==> config.mk <==
export PLATFORM = sky130hd
export DESIGN_NAME = ssd_scan_manager
export DESIGN_NICKNAME = d
export VERILOG_FILES = /design/src/rtl/ssd_pkg.sv /design/src/rtl/ssd_hex_decoder.sv /design/src/rtl/ssd_scan_manager.sv
export SDC_FILE = /design/constraint.sdc
export NUM_CORES = 1
export LEC_CHECK = 0
export BUFFER_PORTS_ARGS = -buffer_cell sky130_fd_sc_hd__buf_2
export CAP_MARGIN = 20
export CORE_ASPECT_RATIO = 2
export CORE_UTILIZATION = 45
export DETAILED_ROUTE_END_ITERATION = 8
export GPL_TIMING_DRIVEN = 0
export PLACE_DENSITY = 0.77
export SYNTH_ARGS = -nofsm -noshare
export SYNTH_HDL_FRONTEND = slang
export SYNTH_SLANG_ARGS = --single-unit
==> constraint.sdc <==
create_clock -name ssd_scan_manager_clk -period 3.49 [get_ports ssd_scan_manager_clk]
set_clock_uncertainty 0.15 [all_clocks]
set_input_delay 0.1745 -clock ssd_scan_manager_clk [delete_from_list [all_inputs] [get_ports ssd_scan_manager_clk]]
set_output_delay 0.1745 -clock ssd_scan_manager_clk [all_outputs]
set_load 0.02 [all_outputs]
==> src/rtl/ssd_pkg.sv <==
// rtl/ssd_pkg.sv - segment constants and width helper for the seven-segment scan manager
package ssd_pkg;

  localparam logic [6:0] SEG_0   = 7'h3F;
  localparam logic [6:0] SEG_1   = 7'h06;
  localparam logic [6:0] SEG_2   = 7'h5B;
  localparam logic [6:0] SEG_3   = 7'h4F;
  localparam logic [6:0] SEG_4   = 7'h66;
  localparam logic [6:0] SEG_5   = 7'h6D;
  localparam logic [6:0] SEG_6   = 7'h7D;
  localparam logic [6:0] SEG_7   = 7'h07;
  localparam logic [6:0] SEG_8   = 7'h7F;
  localparam logic [6:0] SEG_9   = 7'h6F;
  localparam logic [6:0] SEG_A   = 7'h77;
  localparam logic [6:0] SEG_B   = 7'h7C;
  localparam logic [6:0] SEG_C   = 7'h39;
  localparam logic [6:0] SEG_D   = 7'h5E;
  localparam logic [6:0] SEG_E   = 7'h79;
  localparam logic [6:0] SEG_F   = 7'h71;
  localparam logic [6:0] SEG_OFF = 7'h00;

  // Never returns less than 1 so a single-digit build still gets a real index register.
  function automatic int ssd_clog2(input int value);
    int w;
    w = 1;
    while ((1 << w) < value) w++;
    return w;
  endfunction

endpackage

==> src/rtl/ssd_hex_decoder.sv <==
// rtl/ssd_hex_decoder.sv - combinational hex digit to active-high {g..a} segment decoder
module ssd_hex_decoder
  import ssd_pkg::*;
(
  input  logic [3:0] digit,
  output logic [6:0] seg
);

  always_comb begin
    case (digit)
      4'h0:    seg = SEG_0;
      4'h1:    seg = SEG_1;
      4'h2:    seg = SEG_2;
      4'h3:    seg = SEG_3;
      4'h4:    seg = SEG_4;
      4'h5:    seg = SEG_5;
      4'h6:    seg = SEG_6;
      4'h7:    seg = SEG_7;
      4'h8:    seg = SEG_8;
      4'h9:    seg = SEG_9;
      4'hA:    seg = SEG_A;
      4'hB:    seg = SEG_B;
      4'hC:    seg = SEG_C;
      4'hD:    seg = SEG_D;
      4'hE:    seg = SEG_E;
      default: seg = SEG_F;
    endcase
  end

endmodule

==> src/rtl/ssd_scan_manager.sv <==
// rtl/ssd_scan_manager.sv - N-digit multiplexed seven-segment scanner with blanking and frame latching
// Leading-zero blanking is built in when SSD_SCAN_MANAGER_LZB_EN is defined.
module ssd_scan_manager
  import ssd_pkg::*;
#(
  parameter int NUM_DIGITS       = 8,
  parameter int REFRESH_DIV      = 100_000,
  parameter int BLANK_CYCLES     = 16,
  parameter int ANODE_ACTIVE_LOW = 1,
  parameter int SEG_ACTIVE_LOW   = 1
) (
  input  logic                    ssd_scan_manager_clk,
  input  logic                    ssd_scan_manager_rst_n,
  input  logic [4*NUM_DIGITS-1:0] ssd_scan_manager_port_digits,
  input  logic [NUM_DIGITS-1:0]   ssd_scan_manager_port_digit_en,
  input  logic [NUM_DIGITS-1:0]   ssd_scan_manager_port_dp,
  output logic [6:0]              ssd_scan_manager_oport_cc,
  output logic                    ssd_scan_manager_oport_dp,
  output logic [NUM_DIGITS-1:0]   ssd_scan_manager_oport_anode_control,
  output logic                    ssd_scan_manager_oport_frame_tick
);

  localparam int IDX_W = ssd_clog2(NUM_DIGITS);
  localparam int PSC_W = ssd_clog2(REFRESH_DIV);
  localparam logic [NUM_DIGITS-1:0] ANODE_OFF = (ANODE_ACTIVE_LOW != 0) ? '1 : '0;
  localparam logic [6:0]            CC_OFF    = (SEG_ACTIVE_LOW != 0) ? ~SEG_OFF : SEG_OFF;
  localparam logic                  DP_OFF    = (SEG_ACTIVE_LOW != 0);

  logic [PSC_W-1:0]        psc;
  logic [IDX_W-1:0]        idx;
  logic [4*NUM_DIGITS-1:0] shadow_digits;
  logic [NUM_DIGITS-1:0]   shadow_en;
  logic [NUM_DIGITS-1:0]   shadow_dp;

  logic                    frame_start;
  logic                    in_blank;
  logic [4*NUM_DIGITS-1:0] cur_digits;
  logic [NUM_DIGITS-1:0]   cur_en;
  logic [NUM_DIGITS-1:0]   cur_dp;
  logic [NUM_DIGITS-1:0]   show;
  logic [NUM_DIGITS-1:0]   anode_on;
  logic [3:0]              sel_digit;
  logic                    sel_show;
  logic                    sel_dp;
  logic                    lit;
  logic [6:0]              seg_hi;

  assign frame_start = (psc == '0) && (idx == '0);
  assign in_blank    = int'(psc) < BLANK_CYCLES;

  // During the frame-start cycle the shadows are still being loaded, so bypass to the live inputs.
  assign cur_digits = frame_start ? ssd_scan_manager_port_digits   : shadow_digits;
  assign cur_en     = frame_start ? ssd_scan_manager_port_digit_en : shadow_en;
  assign cur_dp     = frame_start ? ssd_scan_manager_port_dp       : shadow_dp;

`ifdef SSD_SCAN_MANAGER_LZB_EN
  logic nz_seen;

  // Walk down from the top digit; everything above the highest nonzero digit is suppressed unless its dp is lit.
  always_comb begin
    show    = cur_en;
    nz_seen = 1'b0;
    for (int k = NUM_DIGITS - 1; k > 0; k--) begin
      nz_seen = nz_seen | (cur_digits[4*k +: 4] != 4'h0);
      if (!nz_seen && !cur_dp[k]) show[k] = 1'b0;
    end
  end
`else
  assign show = cur_en;
`endif

  always_comb begin
    sel_digit = 4'h0;
    sel_show  = 1'b0;
    sel_dp    = 1'b0;
    anode_on  = '0;
    for (int k = 0; k < NUM_DIGITS; k++) begin
      if (idx == IDX_W'(k)) begin
        sel_digit   = cur_digits[4*k +: 4];
        sel_show    = show[k];
        sel_dp      = cur_dp[k];
        anode_on[k] = show[k] && !in_blank;
      end
    end
  end

  assign lit = sel_show && !in_blank;

  ssd_hex_decoder u_decoder (
    .digit (sel_digit),
    .seg   (seg_hi)
  );

  always_ff @(posedge ssd_scan_manager_clk) begin
    if (!ssd_scan_manager_rst_n) begin
      psc                                  <= '0;
      idx                                  <= '0;
      shadow_digits                        <= '0;
      shadow_en                            <= '0;
      shadow_dp                            <= '0;
      ssd_scan_manager_oport_cc            <= CC_OFF;
      ssd_scan_manager_oport_dp            <= DP_OFF;
      ssd_scan_manager_oport_anode_control <= ANODE_OFF;
      ssd_scan_manager_oport_frame_tick    <= 1'b0;
    end else begin
      ssd_scan_manager_oport_frame_tick <= frame_start;
      if (frame_start) begin
        shadow_digits <= ssd_scan_manager_port_digits;
        shadow_en     <= ssd_scan_manager_port_digit_en;
        shadow_dp     <= ssd_scan_manager_port_dp;
      end
      if (psc == PSC_W'(REFRESH_DIV - 1)) begin
        psc <= '0;
        idx <= (idx == IDX_W'(NUM_DIGITS - 1)) ? '0 : idx + 1'b1;
      end else begin
        psc <= psc + 1'b1;
      end
      ssd_scan_manager_oport_anode_control <= (ANODE_ACTIVE_LOW != 0) ? ~anode_on : anode_on;
      ssd_scan_manager_oport_cc <= lit ? ((SEG_ACTIVE_LOW != 0) ? ~seg_hi : seg_hi) : CC_OFF;
      ssd_scan_manager_oport_dp <= (lit && sel_dp) ? ~DP_OFF : DP_OFF;
    end
  end

endmodule

# Word-level counts from Yosys, hierarchy flattened
# Memory sizes are Yosys's and may differ from the RTL's.
# Index checks and enable logic that the tools add are counted.
# W data, S select, Z words.
# op_classes
add_sub_neg	2
mul	0
div	0
n_lt_le_gt_ge	1
n_eq_ne	8
n_shift	0
n_mux	37
bitwise_logic	3
reduce_logical	16
# op_table
op	n
$mux W32	1
$mux W4	8
$mux W1	25
$add A17 B1 Y17 const B	1
$eq A17 B17 Y1 const B	1
$logic_not A17 Y1	1
$lt A17 B5 Y1 const B	1
$mux W8	2
$eq A3 B3 Y1 const B	4
$logic_and A1 B1 Y1	11
$not A8 Y8	1
$not A7 Y7	1
$eq A3 B2 Y1 const B	2
$add A3 B1 Y3 const B	1
$eq A3 B1 Y1 const B	1
$logic_not A3 Y1	1
$mux W3	1
$reduce_and A2 Y1	1
$reduce_or A2 Y1	1
$logic_not A1 Y1	1
$not A1 Y1	1
# totals
regBits	85
latchBits	0
mem_bits_rw	0
romBits	112
in_bits	50
memories	1
# mem_list
memory	depth	word_bits	read_ports	rd_ports_with_merged_regs	wr	line_no	text
(name not given)	16	7	1	0	0	ssd_hex_decoder.sv:10	case (digit)

# Logic depth before layout (Yosys ltp)
# logic_depth
ltp_word	14
mapped_depth	15
mapped_depth_nobuf	13

# Cells and area by module
# From an unflattened synthesis, not the netlist that was laid out.
# hier_totals
cells_unflattened	493
hier_area_um2	4167.7
# by_module_without_submodules
module	n_inst	cells_each	area_per_inst_um2	seq_area_each_um2
ssd_scan_manager	1	460	3877.5	1701.6
ssd_hex_decoder	1	33	290.3	0.0

# Worst setup path after synthesis
# Ideal clock, no wire load.
# synth_path
path_type	register to register
from	reg idx[0]
to	reg ssd_scan_manager_oport_cc[0]
setup_time_ps	124
t_arrival_ps	2906
path_slack_ps	309
stages_incl_launch_ff	16
period_less_slack_ps	3181
cell_sequence	dfxtp_1 > inv_1 > ha_1 > nor2b_1 > and3_1 > buf_2 > buf_2 > nand3_1 > a31oi_1 > o211ai_1 > a221oi_2 > inv_1 > ha_1 > nand2_1 > mux2i_1 > a2111o_1
# synth_between
elab_chain_len	13
# synth_rtl
element	line_no	text
start, declared	ssd_scan_manager.sv:30	logic [IDX_W-1:0] idx;
start signal, assigned	ssd_scan_manager.sv:114	idx <= (idx == IDX_W'(NUM_DIGITS - 1)) ? '0 : idx + 1'b1;
$logic_not A3 Y1	ssd_scan_manager.sv:48, ssd_scan_manager.sv:78	
$logic_and A1 B1 Y1	ssd_scan_manager.sv:48	assign frame_start = (psc == '0) && (idx == '0);
$mux W32 / $mux W8 (equally long branches)	--	
$mux W4 / $mux W1 (equally long branches) (8 in series)	ssd_scan_manager.sv:78	if (idx == IDX_W'(k)) begin
$mem_v2 Z16 W7 / $logic_and A1 B1 Y1 (equally long branches)	--	
$not A7 Y7 / $reduce_and A2 Y1 (equally long branches)	--	
end signal, assigned	ssd_scan_manager.sv:119	ssd_scan_manager_oport_cc <= lit ? ((SEG_ACTIVE_LOW != 0) ? ~seg_hi : seg_hi) : CC_OFF;
end, declared	ssd_scan_manager.sv:17	output logic [6:0] ssd_scan_manager_oport_cc,
# Several ways; a longest one is shown, not always the timed one.
# A chain may end at the register's enable or synchronous reset.

# Final worst setup path
# layout_path
from	reg idx[1]
to	reg ssd_scan_manager_oport_cc[0]
# Same word-level chain as after synthesis.

==> impl_metrics.toml <==
[drt]
drtPass1Iterations = 5
drc = 0
drt_iter0_drc = 205
drt-total-wl_mm = 12.6
wl_per_cell_um = 17.9
viasPerCell = 5.74
ant_nets = 0
dr_total_vias = 4048

[global_routing]
grt.total_usage_pct = 26.4
grt_pass1_wl_mm = 19.2
grt_pass1_vias = 4035
antenna_found_initial = 0
grt_max_degree = 16
grt-ovfl-total = 0

[power]
intPower_mw = 1.70
p_sw_share_pct = 28.2
p_comb_share_pct = 17.7
leakage_nw = 2.21
power.density_nw_per_um2 = 439
ir_drop_v = 0.000337
power_mw = 2.36
seq_power_share_pct = 44.7
p_switching_mw = 0.667
clkPwrFrac_pct = 37.6

[place]
gp_congestion = 0.951
dp_hpwl_mm = 8.87
dp_cells = 646
io_buffers = 66

[sta]
min_period_over_period_pct = 97.5
worst_pin_slew_ps = 716
max_freq_ghz = 0.294
relSlewSlack_pct = 52.3
hold_violations = 1
finalSetupViolations = 0
period_minus_slack_ps = 3400
whs_ps = -1.29
fin_tns_setup_ps = 0
finalMaxSlewViolations = 0

[yosys]
synth_area_um2 = 4140
syn_inst = 478
synth_cell_types = 60
synth-edff-count = 0
yosysSeqAreaShare_pct = 41.1
synth_area_per_cell_um2 = 8.66
yosysTopAreaCellShare_pct = 41.1
async_flop_share_pct = 0
syn_nets = 542
yosysWarningCount = 0
synth-seq-cells = 85
netlist_top_cells_area = "dfxtp_1, nand2_1, a21boi_0"
synth_ff_type = "dfxtp_1"
synth_area_leader_cell = "dfxtp_1"

[setup_path]
rr_startpoint = "idx[1]"
crit_required_ps = 3570
cp-end-kind = "flip-flop"
critPathKind = "reg -> reg"
timing.rr.end = "ssd_scan_manager_oport_cc[0]"
crit_fanout = 10
reg2regPathDepth = 15
crit_path_start_kind = "flip-flop"
reg2reg_setup_slack_ps = 90
arrival_ps = 3490

[floorplan]
io_pins = 67
core_um2 = 8950
die_x_um = 69.8
rows = 49
start_util_pct = 46.2
die_y_um = 138
die_area_um2 = 9610

[clock_tree]
clock_latency_ps = 340
cts_tree = "built"
numCtsBuffers = 9
cts_sinks = 85
path_clk_slew_ps = 70
root_buffer = "clkbuf_16"
htreeDepth = 3
cts_buffer_depth = 2

[final_layout]
fin_nets = 662
n_antenna_cell = 0
final_cell_mix = "dfxtp_1, nand2_1, buf_2"
finalNonFillerCells = 705
drive_gt1_share_pct = 19.7
final_common_cell = "dfxtp_1"
area_delta_synth_final_pct = 30.2

[min_path]
min_path_cells = 3
hold_end = "shadow_dp[0]"
worstHoldStart = "ssd_scan_manager_port_dp[0]"
hp-class = "in -> reg"

[outcome]
violations = "negative hold slack"
status = "finished, violations left"

[job]
max_cap_viol_count = 0
==> worst max path at each step <==
| stage | start | to | slack, ps | depth (start not counted) |
|---|---|---|---|---|
| floorplan | idx[0] | ssd_scan_manager_oport_cc[0] | 310 | 15 |
| global placement | idx[0] | ssd_scan_manager_oport_cc[0] | -310 | 15 |
| detailed placement | idx[0] | ssd_scan_manager_oport_cc[0] | -360 | 15 |
| CTS | idx[0] | ssd_scan_manager_oport_cc[0] | -80 | 14 |
| global route | psc[12] | ssd_scan_manager_oport_cc[0] | -20 | 13 |
| finish | idx[1] | ssd_scan_manager_oport_cc[0] | 90 | 15 |
==> synthesized netlist by cell type (all sizes together) (2+ instances only) <==
master and count:
dfxtp 85, nand2 72, a21boi 32, nor2 30
nand3 27, mux2i 20, nor2b 20, clkbuf 19
inv 16, ha 14, a21oi 13, nand4 13
buf 11, and2 10, o21ai 10, xor2 10
nor3 7, a221o 6, and3 6, o211ai 6
a31oi 4, mux2 4, nand2b 4, o22ai 4
xnor2 4, a211o 2, a211oi 2, a221oi 2
a22oi 2, and4 2, nor4 2, o21bai 2
or3 2
==> registers in the layout, indices dropped and copies added (netlist names), 3 cells and up <==
signal / cells
shadow_digits: 32
shadow_en: 8
psc: 17
ssd_scan_manager_oport_cc: 7
shadow_dp: 8
idx: 3
ssd_scan_manager_oport_anode_control: 8
==> per-stage QoR <==
step	hold slack [ps]	instance area, µm²	setup slack, ps	util, %
finish	-1.29	5390	86.4	60.2
global route	13.7	5390	-21.3	60.2
CTS	1.16	5300	-82.3	59.2
detailed placement	241	4600	-356	51.3
global placement	234	4600	-310	51.3
floorplan	169	4140	309	-
==> repair_timing <==
action                                 CTS  global route
endpoints found under the hold margin   40             0
gates resized for setup                  6            20
hold buffers                            40             0
setup endpoints to repair                8             8
buffers inserted                         1             4
pin swaps                                1             6
==> worst max-delay path, stage by stage (launching register included) <==
cell      delay, ps
dfxtp_1         340
inv_1           130
ha_4            180
nor2b_4         180
and3_1          160
clkbuf_4        180
buf_6           150
nand3_1         100
a31oi_1         190
o211ai_1        200
a221oi_2        400
inv_1           140
ha_2            220
nand2_1         110
mux2i_1          90
a2111o_1        370
==> cells by family after synthesis <==
family | Yosys count | share of synthesized area, %
flops | 85 | 41.1
simple gates | 196 | 23.6
fa+ha+maj | 14 | 4.23
buf+inv | 47 | 4.81
compound gates | 98 | 17.4
mux | 24 | 5.93
xor+xnor | 14 | 2.96
==> layout make-up <==
| type | instances | area, µm² |
|---|---|---|
| flip-flops and latches | 85 | 1700 |
| fillers | 755 | 3560 |
| plain buffers | 28 | 140 |
| inverters | 17 | 66.3 |
| clock buffers | 9 | 225 |
| clock inverters | 7 | 51.3 |
| well taps | 102 | 128 |
| repair buffers | 111 | 768 |
| multi-input cells | 346 | 2310 |
==> power by group through the flow <==
stage | combinational [mW] | sequential, mW | clock (mW)
2_1_floorplan | 0.242 | 1.07 | 0
3_3_place_gp | 0.342 | 1.07 | 0
3_5_place_dp | 0.351 | 1.07 | 0
4_1_cts | 0.394 | 1.05 | 0.901
5_1_grt | 0.448 | 1.06 | 0.938
6_report | 0.418 | 1.05 | 0.889
==> layer usage <==
metal  track usage [%]  wire (µm)  part of all wire (%)  vias to the layer above
li1                  -          -                     -                     1905
met1              24.1       4190                    33                     1900
met2              49.6       6940                    55                      179
met3              5.85        722                   5.7                       64
met4              20.0        777                   6.2                        0
met5                 0          0                     0                        -
No activity file was read; power rests on OpenSTA's default activity.
